===== src/rtl/addsub_nibble_seq_if.sv =====
// ============================================================================
// Module      : addsub_nibble_seq_if
// Description : Start/busy/done handshake and operand/result bus for the
//               nibble-serial add/sub controller.
// Revision    : 1.0 - initial release
// ============================================================================
`default_nettype none

interface addsub_nibble_seq_if #(
   parameter int NIBBLES = 4
);
   localparam int W = 4 * NIBBLES;

   logic          start;
   logic          sub;
   logic [W-1:0]  a;
   logic [W-1:0]  b;
   logic          busy;
   logic          done;
   logic [W-1:0]  result;
   logic          cout;
   logic          overflow;

   modport master (
      output start, sub, a, b,
      input  busy, done, result, cout, overflow
   );

   modport slave (
      input  start, sub, a, b,
      output busy, done, result, cout, overflow
   );
endinterface

`default_nettype wire


===== src/rtl/addsub_nibble_seq.sv =====
// ============================================================================
// Module      : addsub_nibble_seq
// Description : W-bit add/subtract computed LSB-first, one nibble per clock,
//               through a single 4-bit slice. Optional ADDSUB_SAT_EN macro
//               enables signed saturation of overflowed results.
// Revision    : 1.0 - initial release
// ============================================================================
`default_nettype none

module addsub_nibble_seq #(
   parameter int NIBBLES = 4
) (
   input  wire logic          clk,
   input  wire logic          rst_n,
   addsub_nibble_seq_if.slave bus
);
   localparam int W  = 4 * NIBBLES;
   localparam int CW = $clog2(NIBBLES);

   typedef enum logic [1:0] {
      S_IDLE = 2'd0,
      S_RUN  = 2'd1,
      S_DONE = 2'd2
   } state_t;

   state_t          state_q, state_d;
   logic [CW-1:0]   cnt_q, cnt_d;
   logic            carry_q, carry_d;
   logic            sub_q, sub_d;
   logic [W-1:0]    a_q, a_d;
   logic [W-1:0]    b_q, b_d;
   logic [W-1:0]    result_q, result_d;
   logic            cout_q, cout_d;
   logic            ovf_q, ovf_d;

   logic [3:0]      nib_a;
   logic [3:0]      nib_b;
   logic [4:0]      sum5;
   logic            slice_ovf;
   logic            last_nib;

   // Current slice: B is inverted for subtract, the carry register supplies the +1.
   assign nib_a     = a_q[{cnt_q, 2'b00} +: 4];
   assign nib_b     = b_q[{cnt_q, 2'b00} +: 4] ^ {4{sub_q}};
   assign sum5      = {1'b0, nib_a} + {1'b0, nib_b} + {4'b0000, carry_q};
   // Carry into bit 3 recovered as a3^b3^s3, then XORed with the carry out.
   assign slice_ovf = (nib_a[3] ^ nib_b[3] ^ sum5[3]) ^ sum5[4];
   assign last_nib  = (cnt_q == CW'(NIBBLES - 1));

   always_comb begin
      state_d  = state_q;
      cnt_d    = cnt_q;
      carry_d  = carry_q;
      sub_d    = sub_q;
      a_d      = a_q;
      b_d      = b_q;
      result_d = result_q;
      cout_d   = cout_q;
      ovf_d    = ovf_q;

      case (state_q)
         S_IDLE, S_DONE: begin
            if (bus.start) begin
               a_d     = bus.a;
               b_d     = bus.b;
               sub_d   = bus.sub;
               carry_d = bus.sub;
               cnt_d   = '0;
               state_d = S_RUN;
            end else begin
               state_d = S_IDLE;
            end
         end
         S_RUN: begin
            result_d[{cnt_q, 2'b00} +: 4] = sum5[3:0];
            carry_d = sum5[4];
            cnt_d   = cnt_q + CW'(1);
            if (last_nib) begin
               cout_d  = sum5[4];
               ovf_d   = slice_ovf;
               state_d = S_DONE;
`ifdef ADDSUB_SAT_EN
               if (slice_ovf) begin
                  result_d = a_q[W-1] ? {1'b1, {(W-1){1'b0}}}
                                      : {1'b0, {(W-1){1'b1}}};
               end
`endif
            end
         end
         default: state_d = S_IDLE;
      endcase
   end

   always_ff @(posedge clk or negedge rst_n) begin
      if (!rst_n) begin
         state_q  <= S_IDLE;
         cnt_q    <= '0;
         carry_q  <= 1'b0;
         sub_q    <= 1'b0;
         a_q      <= '0;
         b_q      <= '0;
         result_q <= '0;
         cout_q   <= 1'b0;
         ovf_q    <= 1'b0;
      end else begin
         state_q  <= state_d;
         cnt_q    <= cnt_d;
         carry_q  <= carry_d;
         sub_q    <= sub_d;
         a_q      <= a_d;
         b_q      <= b_d;
         result_q <= result_d;
         cout_q   <= cout_d;
         ovf_q    <= ovf_d;
      end
   end

   assign bus.busy     = (state_q == S_RUN);
   assign bus.done     = (state_q == S_DONE);
   assign bus.result   = result_q;
   assign bus.cout     = cout_q;
   assign bus.overflow = ovf_q;

endmodule

`default_nettype wire


===== src/flat_wrapper.sv =====
// flat-port wrapper written by rule: the top's interface ports become plain ports
module addsub_nibble_seq_flat 
#(
   parameter int NIBBLES = 4
)
  (clk, rst_n, bus_start, bus_sub, bus_a, bus_b, bus_busy, bus_done, bus_result, bus_cout, bus_overflow);
  addsub_nibble_seq_if #(.NIBBLES(NIBBLES)) bus_i ();
  input  wire logic clk;
  input  wire logic rst_n;
  input wire logic [$bits(bus_i.start)-1:0] bus_start;
  input wire logic [$bits(bus_i.sub)-1:0] bus_sub;
  input wire logic [$bits(bus_i.a)-1:0] bus_a;
  input wire logic [$bits(bus_i.b)-1:0] bus_b;
  output wire logic [$bits(bus_i.busy)-1:0] bus_busy;
  output wire logic [$bits(bus_i.done)-1:0] bus_done;
  output wire logic [$bits(bus_i.result)-1:0] bus_result;
  output wire logic [$bits(bus_i.cout)-1:0] bus_cout;
  output wire logic [$bits(bus_i.overflow)-1:0] bus_overflow;
  assign bus_i.start = bus_start;
  assign bus_i.sub = bus_sub;
  assign bus_i.a = bus_a;
  assign bus_i.b = bus_b;
  assign bus_busy = bus_i.busy;
  assign bus_done = bus_i.done;
  assign bus_result = bus_i.result;
  assign bus_cout = bus_i.cout;
  assign bus_overflow = bus_i.overflow;
  addsub_nibble_seq #(.NIBBLES(NIBBLES)) u_core (.clk(clk), .rst_n(rst_n), .bus(bus_i));
endmodule

===== config.mk =====
export PLATFORM = sky130hd
export DESIGN_NAME = addsub_nibble_seq_flat
export DESIGN_NICKNAME = d
export VERILOG_FILES = /design/src/rtl/addsub_nibble_seq_if.sv /design/src/rtl/addsub_nibble_seq.sv /design/src/flat_wrapper.sv
export SDC_FILE = /design/constraint.sdc
export NUM_CORES = 1
export LEC_CHECK = 0
export CAP_MARGIN = 20
export CORE_MARGIN = 4
export CORE_UTILIZATION = 54
export DETAILED_ROUTE_END_ITERATION = 12
export PLACE_DENSITY = 0.85
export SKIP_CTS_REPAIR_TIMING = 1
export SYNTH_ARGS = -nofsm -noshare
export SYNTH_HDL_FRONTEND = slang
export SYNTH_SLANG_ARGS = --single-unit

===== constraint.sdc =====
create_clock -name clk -period 5.7 [get_ports clk]
set_clock_uncertainty 0.05 [all_clocks]
set_input_delay 1.14 -clock clk [delete_from_list [all_inputs] [get_ports clk]]
set_output_delay 1.14 -clock clk [all_outputs]
set_load 0.01 [all_outputs]

[After elaboration in Yosys (flattened, before gate mapping)]
Index checks and enable logic that the tools add are counted.
Storage, ports and cells
  memory bits (writable): 0
  ROM bits: 0
  logic and storage cells: 40
  flip-flop bits (word level): 56
  latch bits: 0
  output and inout bits: 20
  memories kept: 0
Cells by class
  divide/modulo/power cells: 0
  muxes and demuxes: 8
  add/sub/neg operators: 4
  bitwise gates (word level): 4
  reduce and logical (&&, ||, !) cells: 6
  equality and inequality tests: 5
  multipliers: 0
  order comparisons: 0
  shifts and indexed selects: 4
Operator list (number)
  $shiftx A16 B5 Y4: 2
  $bwmux W16: 1
  $shift A4 B6 Y16 const A: 1
  $shiftx A4 B6 Y16: 1
  $pmux W2 S2: 2
  $neg A4 Y6: 1
  $reduce_and A2 Y1: 3
  $add A4 B4 Y5: 1
  $add A5 B1 Y5: 1
  $eq A2 B2 Y1 const B: 2
  $mux W2: 2
  $xor A4 B4 Y4: 1
  $xor A1 B1 Y1: 3
  $add A2 B1 Y2 const B: 1
  $eq A2 B1 Y1 const B: 1
  $logic_not A2 Y1: 1
  $mux W1: 2
  $ne A2 B1 Y1 const B: 1
  $ne A2 B2 Y1 const B: 1
  $pmux W1 S2: 1
  $reduce_bool A2 Y1: 1
  $reduce_or A2 Y1: 1

[Longest topological paths before layout]
  word-level depth: 6
  depth in mapped cells: 10
  mapped depth without buffers: 8

[Least setup slack after synthesis]
OpenSTA, ideal clock, no wires.
  path type: register to register
  from: reg u_core.cnt_q[0]
  to: reg u_core.ovf_q, in the netlist u_core.bus.overflow
  stages on the path, launching flop included: 10
  path buffers: 1
  library setup time: 127 ps
  path slack: 2955 ps
  clock period less this slack: 2745 ps
  arrival time: 2567 ps
  cells stage by stage: dfrtp_1 > buf_6 > mux4_2 > xnor2_1 > fa_1 > fa_1 > nand2b_1 > a21oi_1 > xnor2_1 > o21ai_0
Between the ends
  cells in the longest elaborated chain, start to end: 6
  elaborated cells on any way between the ends: 10
  classes of those cells: add/sub (2); eq/ne (1); shift (2); bitwise (4); reduce/logical (1)
Ends and longest elaborated chain
  start: declaration: line addsub_nibble_seq.sv:27  | logic [CW-1:0] cnt_q, cnt_d;
  start signal: assignment: line addsub_nibble_seq.sv:107  | cnt_q <= cnt_d;
  $shiftx A16 B5 Y4: line addsub_nibble_seq.sv:44  | assign nib_b = b_q[{cnt_q, 2'b00} +: 4] ^ {4{sub_q}};
  $xor A4 B4 Y4: line addsub_nibble_seq.sv:44
  $add A4 B4 Y5: line addsub_nibble_seq.sv:45  | assign sum5 = {1'b0, nib_a} + {1'b0, nib_b} + {4'b0000, carry_q};
  $add A5 B1 Y5: line addsub_nibble_seq.sv:45
  $xor A1 B1 Y1 (2 in series): line addsub_nibble_seq.sv:47  | assign slice_ovf = (nib_a[3] ^ nib_b[3] ^ sum5[3]) ^ sum5[4];
  end signal: assignment: line addsub_nibble_seq.sv:114  | ovf_q <= ovf_d;
  end: declaration: line addsub_nibble_seq.sv:34  | logic ovf_q, ovf_d;
Several ways; a longest one is shown, not always the timed one.
A chain may end at the register's enable or synchronous reset.

[Worst setup path in the final report]
  from: reg u_core.state_q[1]
  to: out bus_busy
Between the ends
  cells in the longest elaborated chain, start to end: 1
Ends and longest elaborated chain
  start: declaration: line addsub_nibble_seq.sv:26  | state_t state_q, state_d;
  start signal: assignment: line addsub_nibble_seq.sv:106  | state_q <= state_d;
  $eq A2 B1 Y1: line addsub_nibble_seq.sv:118  | assign bus.busy = (state_q == S_RUN);
  end: declaration: line flat_wrapper.sv:14  | output wire logic [$bits(bus_i.busy)-1:0] bus_busy;
No other way between the ends.

==> metrics.cfg <==
[status]
status=complete, no violations

[flow_run]
timing.max_cap.violations=0

[critical_path]
worstPathMaxFanout=11
end_kind=output pin
r2r_setup_slack_ns=2.76
reg2reg_depth=8
crit_path_top_delay_cell=clkdlybuf4s50_1
r2r-start=u_core.cnt_q[1]$_DFFE_PN0P_
cp_cell_sequence=nand2b_1, inv_1, clkdlybuf4s50_1
critPathLaunchType=flip-flop
critPathTopFamily=buffers and inverters
max_stage_delay_ns=0.61
crit-reg2reg-capture=u_core.bus.overflow$_DFFE_PN0P_
cp.buffers_inverters=2
path_class=reg -> out
crit_arrival_ns=1.81
worst-endpoint-required_ns=4.51

[finish]
n_antenna_cell=0
fillers=336
layout-drive-gt1-share_pct=20.55
nets=300
area_growth_pct=24.80
final_util_pct=69.25

[timing]
setup_tns_ns=0
finalMaxSlewViolations=0
period_needed_ns=2.998
max_freq_mhz=333.5
maxSlewHeadroom_pct=35.37
rsz0062_at_grt=false
hold_violations=0
tightest_slew_ns=0.9675
fin_crit_sh_pct=52.60
hold_slack_ns=0.4385
finalSetupViolCount=0

[route]
drt_iter0_markers=78
routed.top_layer=met4
num_vias=1695
routed_wl_um=4696
drt_pass1_iterations=4
ant_nets=0
post_drt_wl_per_cell_um=15.30
avgViaCountPerCell=5.521
met3_length_um=211
route.met2.wl_um=2435
wl_met1_um=2010
drcViolationCount=0

[min_path]
min_from=u_core.bus.result[14]$_DFFE_PN0P_
hold_path_depth=2
hold_path_class=reg -> reg
whs_endpoint=u_core.bus.result[14]$_DFFE_PN0P_

[pwr]
power_leakage_nw=1.388
ir_drop_mv=0.3490
power_density_nw_per_um2=649.0

[synthesis]
synthesis.instances=198
yosysWarnings=0
ys_ff_latch=56
synth_cell_type_count=26
ys_top_cells_by_count=56 x dfrtp_1, 34 x mux2_2, 25 x nand2_1
yosys.cell_count.top_type=dfrtp_1
synthDominantCellAreaShare_pct=53.82
synth_top_area_cell=dfrtp_1
synth-seq-area-share_pct=53.82
yosys_most_used_dff=dfrtp_1
postSynth.asyncResetShare_pct=100.0
syn_nets=245
mappedNetlistArea_um2=2604
syn_avg_cell_area_um2=13.15
synth.area.top_cells=dfrtp_1 54%, mux2_2 15%, mux4_2 6.1%
synth_edf_count=0

[die]
die_area_um2=5997
rows=25
die_w_um=77.44
start_util_pct=55.49
core-area_um2=4692
die_h_um=77.44
pin_count=56

[global_routing]
grt_use_total_pct=16.94
grt-ovfl-total=0
grt_start_max_net_pins=57
grt_antenna_before_repair=0
grt_pass1_wl_um=8038
grt_pass1_vias=1759

[clock_network]
htreeDepth=2
cts_tree=yes
cts-root-buf=clkbuf_8
clk_pin_slew_ns=0.10
clkSinkCount=56
cts_buffer_depth=2
clock_latency_ns=0.31
cts_made_buffers=5

[placed_design]
io_buffer_count=55
gp_congestion=0.7903
place_hpwl_um=3447

sequential cells by signal (all words and copies together), names as in the netlist:
name                 flops
u_core.sub_q             1
u_core.carry_q           1
u_core.a_q              16
u_core.state_q           2
u_core.b_q              16
u_core.cnt_q             2
u_core.bus.result       16
u_core.bus.overflow      1
u_core.bus.cout          1
worst max-delay path by stage:
stage	startpoint	end	slack, ns	cells past startpoint
floorplan	u_core.cnt_q[0]$_DFFE_PN0P_	u_core.bus.overflow$_DFFE_PN0P_	2.96	9
global placement	bus_start	u_core.b_q[15]$_DFFE_PN0P_	2.70	3
detailed placement	bus_start	u_core.a_q[3]$_DFFE_PN0P_	2.67	3
CTS	u_core.state_q[1]$_DFFE_PN0P_	bus_busy	2.68	3
global route	u_core.state_q[1]$_DFFE_PN0P_	bus_busy	2.58	3
finish	u_core.state_q[1]$_DFFE_PN0P_	bus_busy	2.70	3
power breakdown:
group	internal (mW)	switching [mW]
Combinational	0.596	0.615
Sequential	0.581	0.114
Clock	0.0839	0.120
Total	1.26	0.848
cell type report:
type / instances / area [um2] / share of cell area [%]
clock buffers: 6 / 72.57 / 2.233
well taps: 54 / 67.56 / 2.079
clock inverters: 1 / 5.005 / 0.1540
repair buffers: 57 / 560.5 / 17.25
inverters: 8 / 30.03 / 0.9241
multi-input cells: 125 / 1112 / 34.23
flip-flops and latches: 56 / 1401 / 43.13
cell families (layout without fill, tap and decap cells):
group           Yosys count  in the layout  synth area share (%)
compound gates           24             24                 5.623
xor+xnor                  8              8                 2.691
fa+ha+maj                11             11                 5.863
buf+inv                  17             72                 3.748
flops                    56             56                 53.82
mux                      42             42                 21.77
simple gates             40             40                 6.487
tightest hold or removal path, delay by kind of cell (launching register included):
kind / cells / cell delay (ns)
AOI/OAI and AO/OA: 1 / 0.06
DFF: 1 / 0.35
and+or+nand+nor: 1 / 0.04
layout by cell type (no fill, tap or decap), types with 2 or more instances in the layout:
cell type        netlist  routed
nor2_1                 7       7
ha_1                   9       9
nand2_1               25      25
xnor2_1                3       3
buf_4                  4       2
o21ai_0               15      15
fa_1                   2       2
inv_1                  8       8
a22o_1                 2       2
clkdlybuf4s50_1        0      54
nand2b_1               2       2
a21oi_1                2       2
dfrtp_1               56      56
mux4_2                 7       7
nand4_1                3       3
mux2_2                34      34
xor2_1                 5       5
clkbuf_8               0       5
stage by stage:
step / total power, mW / setup WS [ns] / cell area [um2] / instances
floorplan: 1.565 / 2.955 / 2604 / 198
global placement: 1.880 / 2.699 / 3172 / 300
detailed placement: 1.931 / 2.672 / 3172 / 300
CTS: 2.138 / 2.682 / 3249 / 307
global route: 2.275 / 2.576 / 3249 / 307
finish: 2.109 / 2.702 / 3249 / 307
per-layer routing:
layer / GRT usage [%] / vias to the layer above
li1: - / 801
met1: 21.11 / 847
met2: 29.36 / 42
met3: 4.176 / 5
met4: 4.804 / 0
met5: 0 / -
Note: power is estimated with default switching activity, not from simulation.
